File: config.mk
export PLATFORM = sky130hd
export DESIGN_NAME = dif_pair_sched
export DESIGN_NICKNAME = d
export VERILOG_FILES = /design/src/rtl/dif_pair_sched_pkg.sv /design/src/rtl/dif_pair_sched_pair_buf.sv /design/src/rtl/dif_pair_sched.sv
export SDC_FILE = /design/constraint.sdc
export NUM_CORES = 2
export LEC_CHECK = 0
export ABC_AREA = 1
export CORE_MARGIN = 8
export CORE_UTILIZATION = 50
export CTS_BUF_LIST = sky130_fd_sc_hd__clkbuf_8
export CTS_CLUSTER_DIAMETER = 60
export CTS_CLUSTER_SIZE = 30
export DETAILED_ROUTE_END_ITERATION = 10
export PLACE_DENSITY = 0.61
export SETUP_SLACK_MARGIN = 0.3
export SYNTH_ARGS = -nofsm -noshare
export SYNTH_HDL_FRONTEND = slang
export SYNTH_SLANG_ARGS = --single-unit
File: constraint.sdc
create_clock -name mclk -period 3.7 [get_ports mclk]
set_input_delay 0.555 -clock mclk [delete_from_list [all_inputs] [get_ports mclk]]
set_output_delay 0.555 -clock mclk [all_outputs]
set_load 0.03 [all_outputs]
File: src/rtl/dif_pair_sched_pkg.sv
// Shared helpers for the DIF pair scheduler: stage-length arithmetic and
// the FILL/PAIR state encoding.
package dif_pair_sched_pkg;

   typedef enum logic {
      ST_FILL = 1'b0,
      ST_PAIR = 1'b1
   } state_e;

   function automatic int stage_len(input int total_stages, input int stage);
      return 1 << (total_stages - stage);
   endfunction

   function automatic int stage_half(input int total_stages, input int stage);
      return stage_len(total_stages, stage) / 2;
   endfunction

   // Index width with a 1-bit floor so degenerate sizes still get a real vector.
   function automatic int idx_w(input int n);
      return (n <= 2) ? 1 : $clog2(n);
   endfunction

endpackage

File: src/rtl/dif_pair_sched_pair_buf.sv
// Half-block sample store: registered write, asynchronous read.
module dif_pair_sched_pair_buf #(
   parameter int AW = 2,
   parameter int DW = 20
) (
   input  logic          mclk,
   input  logic          we,
   input  logic [AW-1:0] waddr,
   input  logic [DW-1:0] wdata,
   input  logic [AW-1:0] raddr,
   output logic [DW-1:0] rdata
);

   // Sized to the full address space so a single-entry buffer needs no special case.
   logic [DW-1:0] mem [(1 << AW)];

   always_ff @(posedge mclk) begin
      if (we) begin
         mem[waddr] <= wdata;
      end
   end

   assign rdata = mem[raddr];

endmodule

File: src/rtl/dif_pair_sched.sv
// Buffers the first half of each stage block, then emits aligned
// (x[n], x[n+HALF]) pairs with their pair index, one cycle after acceptance.
module dif_pair_sched
   import dif_pair_sched_pkg::*;
#(
   parameter int IN_W         = 10,
   parameter int STAGE        = 0,
   parameter int TOTAL_STAGES = 8,
   localparam int STAGE_FFT_LEN = stage_len(TOTAL_STAGES, STAGE),
   localparam int HALF          = stage_half(TOTAL_STAGES, STAGE),
   localparam int IDX_W         = idx_w(HALF)
) (
   input  logic                   mclk,
   input  logic                   i_init,
   input  logic                   i_vld,
   input  logic signed [IN_W-1:0] i_I,
   input  logic signed [IN_W-1:0] i_Q,
   output logic                   o_vld,
   output logic signed [IN_W-1:0] o_LI,
   output logic signed [IN_W-1:0] o_LQ,
   output logic signed [IN_W-1:0] o_RI,
   output logic signed [IN_W-1:0] o_RQ,
   output logic [IDX_W-1:0]       o_pair_idx,
   output logic                   o_blk_last,
   output logic                   o_fill
);

   localparam int CNT_W = idx_w(STAGE_FFT_LEN);

   state_e            state;
   logic [CNT_W-1:0]  cnt;
   logic [IDX_W-1:0]  wr_addr;
   logic [IDX_W-1:0]  rd_addr;
   logic [2*IN_W-1:0] rd_data;
   logic              buf_we;
   logic              cnt_at_half_m1;
   logic              cnt_at_last;

   assign wr_addr        = cnt[IDX_W-1:0];
   assign rd_addr        = IDX_W'(cnt - CNT_W'(HALF));
   assign buf_we         = i_vld & ~i_init & (state == ST_FILL);
   assign cnt_at_half_m1 = (cnt == CNT_W'(HALF - 1));
   assign cnt_at_last    = (cnt == CNT_W'(STAGE_FFT_LEN - 1));
   assign o_fill         = (state == ST_FILL);

   dif_pair_sched_pair_buf #(
      .AW (IDX_W),
      .DW (2 * IN_W)
   ) u_pair_buf (
      .mclk  (mclk),
      .we    (buf_we),
      .waddr (wr_addr),
      .wdata ({i_I, i_Q}),
      .raddr (rd_addr),
      .rdata (rd_data)
   );

   always_ff @(posedge mclk) begin
      if (i_init) begin
         state      <= ST_FILL;
         cnt        <= '0;
         o_vld      <= 1'b0;
         o_blk_last <= 1'b0;
         o_pair_idx <= '0;
         o_LI       <= '0;
         o_LQ       <= '0;
         o_RI       <= '0;
         o_RQ       <= '0;
      end else begin
         // Pair strobes are single-cycle; data fields hold between pairs.
         o_vld      <= 1'b0;
         o_blk_last <= 1'b0;
         if (i_vld) begin
            cnt <= cnt + 1'b1;
            case (state)
               ST_FILL: begin
                  if (cnt_at_half_m1) begin
                     state <= ST_PAIR;
                  end
               end
               ST_PAIR: begin
                  o_vld      <= 1'b1;
                  o_blk_last <= cnt_at_last;
                  o_pair_idx <= (HALF == 1) ? '0 : rd_addr;
                  o_LI       <= rd_data[2*IN_W-1:IN_W];
                  o_LQ       <= rd_data[IN_W-1:0];
                  o_RI       <= i_I;
                  o_RQ       <= i_Q;
                  if (cnt_at_last) begin
                     state <= ST_FILL;
                  end
               end
               default: state <= ST_FILL;
            endcase
         end
      end
   end

endmodule

Yosys cells after proc, flatten, opt, wreduce, memory -nomap -nowiden
Memories as Yosys holds them, arrays and structs flattened. A register that Yosys moved wholly into a read port is not among the register bits. Cells that the tools add are included.

Add/sub/neg operators: 2. Eq/ne operators: 2. Multiplexer cells: 6. Bitwise logic cells: 5. Reduce and logical (&&, ||, !) cells: 3.

Operator list (number): $add A8 B1 Y8 const B (1); $eq A8 B7 Y1 const B (1); $eq A8 B8 Y1 const B (1); $sub A7 B1 Y7 const B (1); $mux W1 (5); $not A1 Y1 (3); $reduce_or A3 Y1 (1); $and A1 B1 Y1 (2); $pmux W1 S2 (1); $reduce_and A2 Y1 (1); $reduce_or A2 Y1 (1).

Register bits: 38. RAM bits: 2560. Input bits: 23. Output and inout port bits: 50. Memories: 1.

Memory list: u_pair_buf.mem (depth 128, bits a word 20, rd ports 1, clocked after Yosys merged registers in 1, wr ports 1, line dif_pair_sched_pair_buf.sv:15) `logic [DW-1:0] mem [(1 << AW)];`.

Longest topological paths before layout
Word-level depth: 5. Gate-level depth with buffers: 17. Mapped depth without buffers: 13.

Hierarchy
Synthesis repeated with hierarchy kept, for this count alone.

Cells, all modules: 8690. Area total of the unflattened synthesis: 104635.4 µm².

Modules (own cells, without submodules): dif_pair_sched_pair_buf (times used 1, cells each 8422, area an instance 102512.1 µm², sequential area each 76873.7 µm²); dif_pair_sched (times used 1, cells each 268, area an instance 2123.3 µm², sequential area each 1161.1 µm²).

Least setup slack after synthesis
OpenSTA, ideal clock, no wires.

Kind: register to register. Start: reg cnt[0]. End: mem u_pair_buf.mem[91][0] (enable). Setup time: 0.422 ns. Data arrival time: 2.656 ns. Setup slack: 0.622 ns. Cell stages (with the launch flop): 8. Buffers on the path: 3. Path through: dfxtp_1 buf_4 inv_4 buf_6 buf_6 nor2_1 inv_1 nor3_1.

RTL lines: start: declaration (line dif_pair_sched.sv:31) `logic [CNT_W-1:0] cnt;`; start signal: assignment (line dif_pair_sched.sv:74) `cnt <= cnt + 1'b1;`; end: declaration (line dif_pair_sched_pair_buf.sv:15).

No word-level cell before the write port.

Final worst setup path
Start: reg cnt[1]. End: reg o_LI[8].

Word-level cells in the longest chain between the ends: 1.

RTL lines: $sub A7 B1 Y7 (line dif_pair_sched.sv:40) `assign rd_addr = IDX_W'(cnt - CNT_W'(HALF));`; end signal: assignment (line dif_pair_sched.sv:85) `o_LI <= rd_data[2*IN_W-1:IN_W];`; end: declaration (line dif_pair_sched.sv:19) `output logic signed [IN_W-1:0] o_LI,`.

Every way passes these cells. A chain may end at the register's enable or synchronous reset.

==> results.tsv <==
metric	value	unit
status	complete, no violations	
worst r2r src	cnt[1]	
layout cell share with drive strength beyond 1	0.0770	
Clock Latency Late Sink	1.01	ns
drt total wl	319000	um
worst path required time	4.64	ns
Syn-to-layout area delta	9.10	%
TritonRoute pass-1 iters	6	
commonest cells after routing, fill and taps aside	nand2_1, edfxtp_1, buf_4, clkbuf_8, nor2_1	
R2R cell count	12	
IO Port Bufs	72	
DRC viols	0	
CP startpoint	cnt[1]	
initial antenna violation count	16	
sum of negative setup slack	0	ns
Hold Fails Final Rpt	0	
num ports	73	
Max-cap violations	0	
Critical Path AT	4.26	ns
clock skew	0.0712	ns
dpl hpwl	183000	um
RSZ-0062 raised after global routing	no	
crit-path max FO	75	
clock buffer count from CTS	169	
routability-driven placement congestion ratio	0.875	
Final #Nets	10600	
via count	74100	
critical path class	reg2reg	
routed vias/inst	5.47	
final hold slack	0.0551	ns
Lkg Pwr	47.4	nW
largest net degree at the start of global routing	157	
setup violators final	0	
headroom to the max-slew limit	0.0898	
worst hold path type	in2reg	
Reg clk slew, reported paths	0.13	ns
Slew Viols, Final	0	
Syn Nets	10500	
Routed Antenna Nets	0	
fin crit period	3.32	ns
Mapped Cells	10500	
post-synth cell types	34	
total gr overflow	0	
fmax	0.301	GHz
Hold Crit Depth	1	
Die H	482	um
CTS Sinks	2618	
grt met3 use	0.0375	
die width	482	um
met2 Use GR	0.436	
post-CTS setup buffers	0	
Worst Setup Start Kind	register	
PwrDens	450	nW/um^2
drt wl/cell	23.5	um
Initial DRC Count	8548	
Least-Margin Pin Slew	1.35	ns
M1 GR Usage	0.382	
All-Layer GR Usage	0.270	
grt peak-use layer	met2	
CTS Buffer Depth	3	
vias in the first global route	70100	
Worst VDD drop	0.000414	V
yosys warns	0	
first-pass GRT wire length	469000	um
crit path capture type	register	
Die ar.	233000	um^2
FF+latch count, synth	2618	
register area share after synthesis	0.717	
syn avg cell area	10.4	um^2
# rows	171	
CTS tree	built	
Clk Tree Root Cell	clkbuf_8	
commonest non-fill, non-tap cell in the layout	nand2_1	
htree depth	4	
initial core utilization	0.502	
period utilization	0.897	
mapped cell area	109000	um^2
worst hold start	i_I[1]	
Core ar.	217000	um^2
critical path, stage by stage (launching register included):
cell and delay (ns):
dfxtp_4 0.56, buf_4 0.31, buf_4 0.84, nand2_1 0.12, nand2_1 0.11, nand2_1 0.05, nand2_1 0.13, nand2_1 0.06
nand2_1 0.21, o21ai_0 0.36, nand3_1 0.25, nor2_1 0.08, nor2_1 0.08
cell usage after synthesis:
| cell | n | area share |
|---|---|---|
| nand2_1 | 6513 | 0.22 |
| edfxtp_1 | 2560 | 0.71 |
| buf_2 | 320 | 0.015 |
| nor2_1 | 289 | 0.010 |
| a21oi_1 | 151 | 0.0069 |
| clkbuf_1 | 135 | 0.0047 |
| o21ai_0 | 108 | 0.0050 |
| o21ai_1 | 89 | 0.0041 |
| dfxtp_1 | 58 | 0.011 |
| buf_1 | 52 | 0.0018 |
| inv_1 | 41 | 0.0014 |
| nand4_1 | 37 | 0.0021 |
| nand3_1 | 35 | 0.0016 |
| buf_4 | 31 | 0.0021 |
| a22oi_1 | 7 | 0.00048 |
| buf_6 | 7 | 0.00072 |
| o211ai_1 | 6 | 0.00041 |
| nand3b_1 | 5 | 0.00035 |
| nor3_1 | 5 | 0.00023 |
| nor2_2 | 3 | 0.00017 |
| a211oi_1 | 2 | 0.00014 |
| inv_4 | 2 | 0.00011 |
| nor2_4 | 2 | 0.00021 |
| or2_2 | 2 | 0.00011 |
| a2111oi_0 | 1 | 0.000081 |
| and2_0 | 1 | 0.000058 |
| clkinv_1 | 1 | 0.000034 |
| ha_1 | 1 | 0.00011 |
| inv_2 | 1 | 0.000034 |
| nand2_2 | 1 | 0.000058 |
| nor4_1 | 1 | 0.000058 |
| o21a_1 | 1 | 0.000069 |
| o22ai_1 | 1 | 0.000058 |
| or2_1 | 1 | 0.000058 |
layout make-up:
type | count | area [um^2]
clock inverter | 140 | 1650
inverter | 45 | 209
clock buffer | 176 | 2420
fill | 18700 | 98000
antenna | 10 | 25.0
timing repair buffer | 444 | 4460
multi-input combinational | 7262 | 28300
tap | 2854 | 3570
sequential | 2618 | 78000
kinds of logic after synthesis:
| family | share of synthesized area |
|---|---|
| and+or+nand+nor | 0.240 |
| DFF | 0.717 |
| buffers and inverters | 0.0256 |
| AOI/OAI and AO/OA | 0.0173 |
| adders and majority gates | 0.000115 |
state kept, by name, summed over array words and instances, names as in the netlist:
name            count
o_LI               10
o_blk_last          1
u_pair_buf.mem   2560
o_pair_idx          7
o_RQ               10
o_RI               10
o_vld               1
state               1
o_LQ               10
cnt                 8
where the power goes:
group,leakage [nW],switching [mW],internal (mW)
registers,23.5,0.0195,32.5
logic,21.9,3.44,1.13
clock network,2.04,10.7,5.57
metrics by stage:
step	total power [mW]	instance area, um^2	instances	setup slack (ns)	util
3_5_place_dp	37.7	114000	13200	0.173	0.528
4_1_cts	53.6	119000	13500	0.358	0.547
5_1_grt	55.0	119000	13500	0.314	0.548
6_report	53.4	119000	13500	0.380	0.548
3_3_place_gp	37.7	114000	13200	0.197	0.528
2_1_floorplan	35.8	109000	10500	0.622	-
metal layers:
metal | share of wire | vias to the layer above
met3 | 0.078 | 437
met5 | 0 | -
met4 | 0.032 | 0
li1 | - | 34300
met1 | 0.42 | 36300
met2 | 0.47 | 3064
path summary, 6_finish.rpt:
path | endpoint | slack (ns)
max | o_LI[8] | 0.38
min | u_pair_buf.mem[35][11] | 0.06
max reg2reg | o_LI[8] | 0.38
min reg2reg | o_blk_last | 0.49
timing repair:
action | in CTS | in global routing
gates resized for setup | 1 | 3
hold buffers | 13 | 0
setup endpoints to repair | 4 | 6
endpoints found under the hold margin | 156 | 0
(Power assumes the default switching activity.)
